==> config.mk <==
export PLATFORM = sky130hd
export DESIGN_NAME = uart_os_receiver
export DESIGN_NICKNAME = d
export VERILOG_FILES = /design/src/rtl/uart_os_receiver.sv
export SDC_FILE = /design/constraint.sdc
export NUM_CORES = 1
export LEC_CHECK = 0
export BUFFER_PORTS_ARGS = -buffer_cell sky130_fd_sc_hd__buf_4
export CAP_MARGIN = 30
export CORE_AREA = 4 4 84 86
export CTS_CLUSTER_DIAMETER = 200
export DETAILED_ROUTE_END_ITERATION = 12
export DIE_AREA = 0 0 88 90
export PLACE_DENSITY = 0.37
export SLEW_MARGIN = 20
export SYNTH_ARGS = -nofsm -noshare
export SYNTH_HDL_FRONTEND = slang
export SYNTH_SLANG_ARGS = --single-unit
==> constraint.sdc <==
create_clock -name clk -period 1.95 [get_ports clk]
set_input_delay 0.0975 -clock clk [delete_from_list [all_inputs] [get_ports clk]]
set_output_delay 0.0975 -clock clk [all_outputs]
set_load 0.005 [all_outputs]
==> src/rtl/uart_os_receiver.sv <==
// Oversampling receiver for 7-bit + parity frames with parity and stop-bit checking.
// Optional build macro UART_RX_MAJORITY_EN: 2-of-3 majority voting on each data/parity/stop bit.
module uart_os_receiver #(
    parameter logic        START_SIG  = 1'b1,
    parameter int unsigned OVERSAMPLE = 16,
    parameter bit          PARITY_ODD = 1'b0
) (
    input  logic       clk,
    input  logic       rst,
    input  logic       s_in,
    output logic       received,
    output logic [6:0] received_data,
    output logic       check_receive_parity,
    output logic       frame_error,
    output logic       busy
);

    localparam int unsigned CW = $clog2(OVERSAMPLE);
    localparam logic [CW-1:0] CNT_MID  = CW'(OVERSAMPLE / 2 - 1);
    localparam logic [CW-1:0] CNT_LAST = CW'(OVERSAMPLE - 1);

    typedef enum logic [2:0] {IDLE, START, DATA, PARITY, STOP, WAIT_IDLE} state_t;

    state_t        state;
    logic [CW-1:0] cnt;
    logic [2:0]    bit_idx;
    logic [6:0]    shreg;
    logic          par;
    logic          pending;
    logic          sync1;
    logic          line_s;
    logic          bit_val;
    logic          at_centre;

    always_ff @(posedge clk) begin
        if (rst) begin
            sync1  <= ~START_SIG;
            line_s <= ~START_SIG;
        end else begin
            sync1  <= s_in;
            line_s <= sync1;
        end
    end

    assign at_centre = (cnt == CNT_LAST);

`ifdef UART_RX_MAJORITY_EN
    localparam logic [CW-1:0] CNT_M3 = CW'(OVERSAMPLE - 3);
    localparam logic [CW-1:0] CNT_M2 = CW'(OVERSAMPLE - 2);
    logic s_a;
    logic s_b;

    always_ff @(posedge clk) begin
        if (rst) begin
            s_a <= 1'b0;
            s_b <= 1'b0;
        end else begin
            if (cnt == CNT_M3) s_a <= line_s;
            if (cnt == CNT_M2) s_b <= line_s;
        end
    end

    always_comb begin
        bit_val = (s_a & s_b) | (s_a & line_s) | (s_b & line_s);
    end
`else
    always_comb begin
        bit_val = line_s;
    end
`endif

    always_ff @(posedge clk) begin
        if (rst) begin
            state                <= IDLE;
            cnt                  <= '0;
            bit_idx              <= '0;
            shreg                <= '0;
            par                  <= 1'b0;
            pending              <= 1'b0;
            received             <= 1'b0;
            received_data        <= '0;
            check_receive_parity <= 1'b0;
            frame_error          <= 1'b0;
            busy                 <= 1'b0;
        end else begin
            // Results are latched at the stop-bit centre; the strobe follows one cycle later.
            received <= pending;
            pending  <= 1'b0;
            case (state)
                IDLE: begin
                    if (line_s == START_SIG) begin
                        state <= START;
                        cnt   <= '0;
                        busy  <= 1'b1;
                    end
                end
                START: begin
                    if (cnt == CNT_MID) begin
                        cnt <= '0;
                        if (line_s == START_SIG) begin
                            state   <= DATA;
                            bit_idx <= '0;
                        end else begin
                            state <= IDLE;
                            busy  <= 1'b0;
                        end
                    end else begin
                        cnt <= cnt + 1'b1;
                    end
                end
                DATA: begin
                    cnt <= at_centre ? '0 : cnt + 1'b1;
                    if (at_centre) begin
                        shreg <= {bit_val, shreg[6:1]};
                        if (bit_idx == 3'd6) state <= PARITY;
                        else                 bit_idx <= bit_idx + 1'b1;
                    end
                end
                PARITY: begin
                    cnt <= at_centre ? '0 : cnt + 1'b1;
                    if (at_centre) begin
                        par   <= bit_val;
                        state <= STOP;
                    end
                end
                STOP: begin
                    cnt <= at_centre ? '0 : cnt + 1'b1;
                    if (at_centre) begin
                        pending              <= 1'b1;
                        received_data        <= shreg;
                        check_receive_parity <= ((^{shreg, par}) == PARITY_ODD);
                        frame_error          <= (bit_val != ~START_SIG);
                        if (bit_val == ~START_SIG) begin
                            state <= IDLE;
                            busy  <= 1'b0;
                        end else begin
                            state <= WAIT_IDLE;
                        end
                    end
                end
                WAIT_IDLE: begin
                    if (line_s == ~START_SIG) begin
                        state <= IDLE;
                        busy  <= 1'b0;
                    end
                end
                default: begin
                    state <= IDLE;
                    busy  <= 1'b0;
                end
            endcase
        end
    end

endmodule

==> impl_summary.md <==
Timing
In the finished design, the share of the clock period the worst path needs comes to between 80% and 90%. The final number of hold-violating endpoints is 0. For the pin with the worst max-slew slack, the measured transition is between 500 and 600 ps. Setup repair after global routing left no endpoint under its margin. The worst setup skew after layout is 4.527 ps. The total setup violations reported at the end of the flow is 0. In this run the tightest slew margin relative to its limit is around 64%. Adding up every negative setup slack in the final design gives 0 ps. The maximum clock frequency is between 0.5 and 0.6 GHz. The max-slew violation count is 0. Counting I/O delays and the setup requirement, the final critical path takes 1672 ps.

Synth
By area the synthesized netlist is led by sky130_fd_sc_hd__dfxtp_1, sky130_fd_sc_hd__mux2i_1, sky130_fd_sc_hd__nor2_1, sky130_fd_sc_hd__xnor2_1, sky130_fd_sc_hd__a21oi_1. The portion of synthesized cell area occupied by the leading cell type is roughly two fifths. The cell area after technology mapping is 1554 sq um. During synthesis, Yosys emitted a total of 0 warnings. The fraction of registers with async set or reset after synthesis is 0%. For this run, the leading register cell type out of synthesis is sky130_fd_sc_hd__dfxtp_1. The commonest cells after synthesis are sky130_fd_sc_hd__dfxtp_1, sky130_fd_sc_hd__nor2_1, sky130_fd_sc_hd__mux2i_1. The synthesized design spends more area on one cell type than any other, namely sky130_fd_sc_hd__dfxtp_1. The count of cell types in the netlist is 45. A synthesized cell averages ~9 sq um. The synthesized netlist cell count is between 150 and 200. The sequential fraction of the synthesis area is 41.22%. The most repeated cell in the gate-level netlist after synthesis is sky130_fd_sc_hd__dfxtp_1. In this run, synthesis inferred 0 flip-flops with an integrated enable. The number of nets produced by synthesis is between 150 and 200. The count of state elements after synthesis is 32.

Route
The number of remaining DRC errors is 0. The detail route stage leaves a number of antenna-violating nets equal to 0. The total wire length is 3428 um. The count of routing violations after the opening detailed-route iteration is around 100. Across all layers, the routed design uses 1239 vias. In the final routed layout, each cell accounts on average for 13.03 um. The pre-antenna-repair detailed-routing pass consisted of 4 iterations.

In the routed layout, each cell is associated on average with a via count of 4.711.

Global routing
The number of global-route vias before repair was ~1300. The number of antenna violations at the first check in global routing is 0. The overall overflow remaining after global route is 0. The global-route wire length before repair is 5899 um. The pin count of the biggest net entering global routing is 31. The total routing resource utilization after global routing is a little under a tenth.

Cells and area
The number of antenna diodes in the final layout is 0. The area of combinational cells with multiple inputs is roughly 840 sq um. The layout has between 600 and 700 filler cells. The final standard cell utilization of the core is roughly 30%. The area taken by flip-flops and latches is roughly 640 sq um.

The synthesis-to-layout area growth is 19.48%. The number of nets in the finished design is between 150 and 200. The share of layout cells above drive strength 1 is 17.20%.

Clock tree
The post-cts repair resize count is 0. TritonCTS built the clock tree. The number of levels the H-tree was split into is 2.

The hold buffer count at CTS is 0. The number of setup buffers added after CTS is 0. The register clock-pin slew on the reported worst setup and hold paths is roughly 70 ps. In this run the clock root is driven by a sky130_fd_sc_hd__clkbuf_8. Counting every sink on the clock net gives 32. Counting along the longest clock path gives a buffer depth of 2. The insertion delay to the later sink of the worst-skew pair is about 280 ps. The number of buffers inserted during clock tree synthesis is 5.

Setup path
The capturing element type of the critical path is a flop. Data on the critical path arrives at its endpoint at around 1800 ps. The data required time of the critical path is around 2100 ps. The path type of the worst setup path is reg -> reg. The reg-to-reg critical path startpoint is state[1]$_SDFFE_PP0P_. The register-to-register setup slack is between 200 and 300 ps. In this run the critical register-to-register path is captured at shreg[0]$_SDFFE_PP0P_. Of all nets on the critical path, the largest fanout is 15. The worst setup path is launched from a flop. The number of cells on the worst reg-to-reg path is 5.

Place
The quantity of I/O buffers inserted on ports is 13. The half-perimeter wire length of the detailed placement result is between 2000 and 2500 um. At the end of routability-driven placement, the weighted congestion stood at around 0.71.

Floorplan
The standard-cell row count is 29. The initial core utilization is roughly a quarter. The core area is 6277 sq um. The area of the die is between 7000 and 8000 sq um. The horizontal die dimension is approximately 88 um. The vertical extent of the die is roughly 90 um.

Pin placement for this block handled 14 I/O pins.

Flow run
The number of violations of the max-capacitance limit is 0.

Worst hold path
The worst hold endpoint is sync1$_SDFF_PP0_. The tightest min-delay check is of the in -> reg type. The count of cells along the worst hold path is 2. In this run the most critical hold path is launched from s_in.

Power and ir drop
For this design the ratio of total power to cell area is between 700 and 800 nW/um^2. Power comes to between 1 and 1.5 mW. Across the VDD grid, the largest voltage drop is between 200 and 300 uV. For this design the static power due to leakage is around 0.76 nW.

Run status
The flow ran to the end, and the final reports show no timing, DRC or antenna violations.
logic make-up after synthesis:
| kind of cell | share of synthesized area (%) |
|---|---|
| multiplexers | 9.662 |
| flip-flops | 41.22 |
| XOR/XNOR | 5.073 |
| adder cells (fa/ha/maj) | 2.416 |
| buffers and inverters | 4.992 |
| AO/OA/AOI/OAI | 13.21 |
| AND/OR/NAND/NOR | 23.43 |
worst max-delay path by stage:
stage / from / endpoint / slack, ps / cells after the start
after global routing: state[1]$_SDFFE_PP0P_ / shreg[4]$_SDFFE_PP0P_ / 110 / 5
final: state[1]$_SDFFE_PP0P_ / shreg[0]$_SDFFE_PP0P_ / 280 / 5
after global placement: state[1]$_SDFFE_PP0P_ / shreg[6]$_SDFFE_PP0P_ / 310 / 5
after detailed placement: state[1]$_SDFFE_PP0P_ / shreg[6]$_SDFFE_PP0P_ / 290 / 5
after CTS: state[1]$_SDFFE_PP0P_ / shreg[6]$_SDFFE_PP0P_ / 260 / 5
after floorplan: cnt[0]$_SDFFE_PP0P_ / state[0]$_SDFFE_PP0P_ / 450 / 5
through the flow:
step	hold slack, ps	instance area [sq um]	setup slack, ps	std cells
floorplan	181.7	1554	445.8	168
global placement	322.1	1730	306.3	255
detailed placement	325.9	1730	290.5	255
CTS	38.16	1857	263.0	263
global route	72.22	1857	110.3	263
finish	48.83	1857	278.1	263
metal layers:
metal / track usage (%) / vias to the layer above / share of wire (%)
li1: - / 629 / -
met5: 0 / - / 0
met1: 12.12 / 576 / 48
met3: 3.473 / 5 / 4.5
met4: 2.813 / 0 / 0.96
met2: 14.20 / 29 / 46
layout make-up:
| class | count | share of cell area (%) |
|---|---|---|
| clock buffer | 7 | 5.189 |
| clock inverter | 1 | 1.617 |
| inverter | 4 | 0.8086 |
| multi-input combinational | 123 | 45.01 |
| sequential | 32 | 34.50 |
| tap | 77 | 5.189 |
| timing repair buffer | 19 | 7.682 |
flip-flops by register name, summed over array words and instances (netlist names):
register              flops
received_data             7
shreg                     7
cnt                       4
bit_idx                   3
state                     3
bit_val                   1
busy                      1
check_receive_parity      1
frame_error               1
par                       1
pending                   1
received                  1
sync1                     1
power by group:
part	internal (mW)	total, mW	switching [mW]
sequential	0.663	0.675	0.0126
clock	0.451	0.690	0.239
combinational	0.0246	0.0569	0.0323
total	1.14	1.42	0.284
critical path, stage by stage (launching register included):
cell and delay (ps):
sky130_fd_sc_hd__dfxtp_1 630, sky130_fd_sc_hd__nand4_2 290, sky130_fd_sc_hd__nor3_4 180, sky130_fd_sc_hd__buf_4 200, sky130_fd_sc_hd__mux2i_1 210, sky130_fd_sc_hd__nor2_1 50
cells in the final DEF, fill, tap and decap left out, types with 2 or more instances in the layout:
cell | Yosys | routed
sky130_fd_sc_hd__a21oi_1 | 8 | 8
sky130_fd_sc_hd__nand3_1 | 7 | 7
sky130_fd_sc_hd__a31oi_1 | 2 | 2
sky130_fd_sc_hd__o221a_1 | 2 | 2
sky130_fd_sc_hd__buf_4 | 1 | 19
sky130_fd_sc_hd__dfxtp_1 | 32 | 32
sky130_fd_sc_hd__mux2i_1 | 15 | 15
sky130_fd_sc_hd__nand3b_1 | 2 | 2
sky130_fd_sc_hd__nor2b_1 | 5 | 5
sky130_fd_sc_hd__o21ai_0 | 5 | 5
sky130_fd_sc_hd__o21ai_1 | 4 | 4
sky130_fd_sc_hd__and3_1 | 2 | 2
sky130_fd_sc_hd__xnor2_1 | 8 | 8
sky130_fd_sc_hd__clkbuf_8 | 0 | 7
sky130_fd_sc_hd__nand4b_1 | 3 | 3
sky130_fd_sc_hd__nand2b_1 | 2 | 2
sky130_fd_sc_hd__nor2_1 | 24 | 24
sky130_fd_sc_hd__nand2_1 | 8 | 8
sky130_fd_sc_hd__ha_1 | 3 | 3
sky130_fd_sc_hd__inv_1 | 4 | 4
(Power assumes the default switching activity.)
